--- src/rtl/imm_sign_extender.sv ---
// Immediate widener: sign/zero-extends IN_W -> OUT_W combinationally, plus a registered copy.
// Optional build macro SIGN_EXT_SHL2_EN adds out_shl2 (out_val shifted left by two).
module imm_sign_extender #(
  parameter int IN_W  = 16,
  parameter int OUT_W = 32
) (
  input  logic             clk,
  input  logic             rst,
  input  logic [IN_W-1:0]  imm_val,
  input  logic             ctrl,
  input  logic             in_valid,
  output logic [OUT_W-1:0] out_val,
  output logic [OUT_W-1:0] out_val_q,
  output logic             out_valid_q
`ifdef SIGN_EXT_SHL2_EN
  ,
  output logic [OUT_W-1:0] out_shl2
`endif
);

  if (IN_W < 1) begin : g_bad_in_w
    $error("imm_sign_extender: IN_W must be >= 1");
  end
  if (IN_W > OUT_W) begin : g_bad_out_w
    $error("imm_sign_extender: IN_W must not exceed OUT_W");
  end

  // ctrl & msb keeps an X on ctrl visible in the upper bits instead of picking a branch
  if (OUT_W > IN_W) begin : g_extend
    logic ext_bit;
    assign ext_bit = ctrl & imm_val[IN_W-1];
    assign out_val = {{(OUT_W-IN_W){ext_bit}}, imm_val};
  end else begin : g_passthru
    assign out_val = imm_val;
  end

`ifdef SIGN_EXT_SHL2_EN
  assign out_shl2 = out_val << 2;
`endif

  logic [OUT_W-1:0] out_val_d;
  logic             out_valid_d;

  always_comb begin
    out_val_d   = out_val_q;
    out_valid_d = 1'b0;
    if (in_valid) begin
      out_val_d   = out_val;
      out_valid_d = 1'b1;
    end
  end

  always_ff @(posedge clk) begin
    if (rst) begin
      out_val_q   <= '0;
      out_valid_q <= 1'b0;
    end else begin
      out_val_q   <= out_val_d;
      out_valid_q <= out_valid_d;
    end
  end

endmodule

--- config.mk ---
export PLATFORM = sky130hd
export DESIGN_NAME = imm_sign_extender
export DESIGN_NICKNAME = d
export VERILOG_FILES = /design/src/rtl/imm_sign_extender.sv
export SDC_FILE = /design/constraint.sdc
export NUM_CORES = 1
export LEC_CHECK = 0
export ABC_AREA = 1
export CELL_PAD_IN_SITES_DETAIL_PLACEMENT = 1
export CELL_PAD_IN_SITES_GLOBAL_PLACEMENT = 1
export CORE_AREA = 2 2 80 82
export DETAILED_ROUTE_END_ITERATION = 7
export DIE_AREA = 0 0 82 84
export GPL_ROUTABILITY_DRIVEN = 0
export PLACE_DENSITY = 0.83
export SLEW_MARGIN = 5
export SYNTH_ARGS = -nofsm -noshare
export SYNTH_HDL_FRONTEND = slang
export SYNTH_SLANG_ARGS = --single-unit
--- constraint.sdc ---
create_clock -name clk -period 0.86 [get_ports clk]
set_input_delay 0.172 -clock clk [delete_from_list [all_inputs] [get_ports clk]]
set_output_delay 0.172 -clock clk [all_outputs]
set_load 0.02 [all_outputs]
; Word-level counts from Yosys, hierarchy flattened
; Index checks and enable logic that the tools add are counted.
[op_classes]
n_mux = 1
n_bitwise = 1
[ops]
columns = cell, n
row1 = AND 1 bit, 1
row2 = 2-to-1 mux 1 bit, 1
[word_totals]
ff_bits = 18
inputBits = 20
output_inout_bits = 65
word_cells = 4

; Longest topological paths before layout
[logic_depth]
word_depth = 1
mapped_depth = 5
ltp_nobuf = 4

; Worst setup path after synthesis
; No wires, ideal clock.
[synth_timing]
path_kind = flip-flop to output port
start = reg, netlist name out_val_q[16]
end = out out_val_q[17]
t_arrival_ns = 0.897
t_required_ns = 0.688
path_slack_ns = -0.209
path_stages_with_launch = 2
path_buffers = 1
cell_sequence = dfxtp_1 -> buf_4
[synth_lines]
columns = element, line_no
row1 = to (decl), 13  ; output logic [OUT_W-1:0] out_val_q,
; No word-level cell between the ends.

; Worst setup path in the final report
[layout_timing]
start = reg, netlist name out_val_q[16]
end = out out_val_q[19]
; No word-level cell between the ends.

==> flow_metrics.env <==
export IMPL_tritoncts_clock_tree="yes"
export IMPL_synth_top_cells_by_count="sky130_fd_sc_hd__buf_4 (48), sky130_fd_sc_hd__nand2_1 (35), sky130_fd_sc_hd__nor2_1 (31)"
export IMPL_cell_rows=29
export IMPL_layout_setup_ws_ns=-0.208
export IMPL_final_setup_vio_count=43
export IMPL_number_of_flops_mapped_to_enable_cells_by_yosys=0
export IMPL_cts_htree_levels=1
export IMPL_tritoncts_num_buffers=3
export IMPL_globalRoute_totalOverflow=0
export IMPL_drt_wl_total_microns=3480
export IMPL_ys_warnings_count=0
export IMPL_chipHeight_microns=84
export IMPL_gr_usage_all_layers=0.0970
export IMPL_drt_vias_per_instance=3.57
export IMPL_maxSlewHeadroom=0.809
export IMPL_failed_checks="negative setup slack"
export IMPL_vias=1047
export IMPL_path_type_of_the_worst_setup_path="reg2out"
export IMPL_run_status="finished, violations left"
export IMPL_worstMarginPinSlew_ns=0.286
export IMPL_number_of_global_route_vias_before_repair=1089
export IMPL_timing_reg2reg_setup_slack_ns=-0.09
export IMPL_place_inst=275
export IMPL_syn_num_nets=178
export IMPL_placeableCoreArea_sq_um=6100
export IMPL_dpl_instance_area_sq_um=1720
export IMPL_cts_hold_repair_buffers=0
export IMPL_hold_slack_ns=0.308
export IMPL_critical_path_slowest_cell="sky130_fd_sc_hd__dfxtp_4"
export IMPL_dp_hpwl_microns=2160
export IMPL_finish_utilization=0.345
export IMPL_portBuffers=84
export IMPL_synthCells=158
export IMPL_clk_latency_ns=0.25
export IMPL_crit_path_start_kind="register"
export IMPL_report_final_slew_viol_count=0
export IMPL_drv_cap=0
export IMPL_worstPathBufferInverterCount=2
export IMPL_hold_viol_final=0
export IMPL_yosys_area_top_type_share=0.324
export IMPL_element_type_at_the_critical_path_end="primary output"
export IMPL_power_per_cell_area_nw_per_um2=1250
export IMPL_power_total_mw=2.62
export IMPL_ctsLongestPathBuffers=2
export IMPL_wl_per_cell_microns=11.9
export IMPL_yosysUniqueCellTypes=11
export IMPL_syn_cell_area_sq_um=1110
export IMPL_grt_antenna_before_repair=0
export IMPL_timing_critical_path_slowest_cell_delay_ns=0.38
export IMPL_netlist_top_cell_by_area="sky130_fd_sc_hd__dfxtp_1"
export IMPL_layout_drive_gt1_share=0.542
export IMPL_critPathRequiredTime_ns=0.69
export IMPL_ys_flop_type="sky130_fd_sc_hd__dfxtp_1"
export IMPL_rsz0062_at_grt="true"
export IMPL_clk_root_buffer_cell="sky130_fd_sc_hd__clkbuf_8"
export IMPL_path_max_fanout=8
export IMPL_diode_insertion_count_for_antenna_repair=0
export IMPL_fmaxAchievable_mhz=936
export IMPL_maximum_vdd_drop_mv=0.496
export IMPL_synthTopCellsByArea="sky130_fd_sc_hd__dfxtp_1 (32%), sky130_fd_sc_hd__buf_4 (32%), sky130_fd_sc_hd__nand2_1 (12%)"
export IMPL_worst_setup_hold_path_clk_slew_ns=0.07
export IMPL_detail_route_iter0_violations=18
export IMPL_grt_max_degree=18
export IMPL_stdcell_count=293
export IMPL_cp_arrival_ns=0.90
export IMPL_design_portCount=85
export IMPL_grt_first_pass_wirelength_microns=5180
export IMPL_final_min_clock_period_ns=1.07
export IMPL_fillCellCount=737
export IMPL_async_reset_ff_frac=0
export IMPL_floorplan_die_area_sq_um=6890
export IMPL_syn_area_per_cell_sq_um=7.04
export IMPL_route_antenna_remaining_nets=0
export IMPL_worst_setup_skew_after_layout_ns=0
export IMPL_cpLargestDelayFamily="flip-flops"
export IMPL_clock_sinks=18
export IMPL_worstPathCellList="buf_8, buf_6"
export IMPL_p_leak_nw=1.11
export IMPL_top_count_cell_post_synth="sky130_fd_sc_hd__buf_4"
export IMPL_final_area_sq_um=2100
export IMPL_route_detailed_drc=0
export IMPL_initial_utilization=0.182
export IMPL_layout_area_seq_sq_um=385
export IMPL_hold_path_class="in2reg"
export IMPL_drt_pass1_iterations=4
export IMPL_design_final_nets=237
export IMPL_synthToLayoutAreaGrowth_pct=88.9
export IMPL_postSynthRegisterBits=18
export IMPL_synth_seq_area_share=0.324
export IMPL_area_of_the_multi_input_gates_sq_um=273
export IMPL_final_period_utilization=1.24
export IMPL_dieWidth_microns=82
final cells by class:
type                       count  area share
multi-input combinational     69       0.130
sequential                    18       0.183
clock buffer                   4      0.0262
tap                           77      0.0459
timing repair buffer         105       0.576
inverter                      19      0.0363
timing repair inverter         1     0.00238
power breakdown:
part / leakage, nW / total, mW / internal (mW) / switching [mW]
sequential: 0.155 / 0.939 / 0.899 / 0.0401
clock: 0.0288 / 0.701 / 0.407 / 0.294
combinational: 0.930 / 0.979 / 0.517 / 0.462
final timing paths:
path,startpoint,endpoint,cells after the start
setup reg to reg,out_val_q[16],out_val_q[16],5
hold / removal,imm_val[15],out_val_q[15],6
setup / recovery,out_val_q[16],out_val_q[19],2
hold reg to reg,out_val_q[8],out_val_q[8],2
cells in the final DEF (no fill, tap or decap):
cell type	synthesis	routed
sky130_fd_sc_hd__bufbuf_16	0	1
sky130_fd_sc_hd__dfxtp_4	0	1
sky130_fd_sc_hd__nand2_2	0	1
sky130_fd_sc_hd__nor2_2	2	2
sky130_fd_sc_hd__dlymetal6s2s_1	0	1
sky130_fd_sc_hd__clkbuf_8	1	4
sky130_fd_sc_hd__inv_1	18	17
sky130_fd_sc_hd__clkinv_4	0	1
sky130_fd_sc_hd__nor2_1	31	31
sky130_fd_sc_hd__buf_12	0	2
sky130_fd_sc_hd__dfxtp_2	0	17
sky130_fd_sc_hd__buf_2	0	2
sky130_fd_sc_hd__buf_4	48	12
sky130_fd_sc_hd__buf_16	0	1
sky130_fd_sc_hd__clkdlybuf4s15_1	0	1
sky130_fd_sc_hd__dlygate4sd2_1	0	15
sky130_fd_sc_hd__clkdlybuf4s15_2	0	1
sky130_fd_sc_hd__clkinv_2	0	1
sky130_fd_sc_hd__buf_8	2	18
sky130_fd_sc_hd__nand3_2	0	1
sky130_fd_sc_hd__nand2_1	35	34
sky130_fd_sc_hd__buf_6	1	51
sky130_fd_sc_hd__inv_2	1	1
worst register-to-register path: cells and delay by family, from the launching register on:
kind / cells / cell delay (ns)
AND/OR/NAND/NOR: 2 / 0.11
flip-flops: 1 / 0.37
buffers and inverters: 3 / 0.37
kinds of logic after synthesis:
| kind of cell | share of synthesized area |
|---|---|
| and+or+nand+nor | 0.238 |
| DFF | 0.324 |
| buffers and inverters | 0.438 |
what timing repair did:
item                                    4_1_cts  5_1_grt
gates cloned                                  3        1
resized for setup                           454        6
endpoints found under the setup margin       82       51
buffers inserted                              9        3
pin swaps                                     2        2
flip-flops by register name (all words and copies together) (netlist names):
register,cells
out_val_q,17
out_valid_q,1
stage by stage:
step	TNS [ns]	setup WS, ns
after global routing	-5.45	-0.253
after CTS	-4.56	-0.214
final	-3.97	-0.208
after detailed placement	-39.23	-0.860
after global placement	-37.96	-0.828
after floorplan	0	0.00504
per-layer routing:
layer	routed length, microns	vias up	track usage
li1	-	526	-
met1	1330	471	0.0993
met2	1860	48	0.188
met3	281	2	0.0227
met4	9	0	0.0273
met5	0	-	0
No activity file was read; power rests on OpenSTA's default activity.
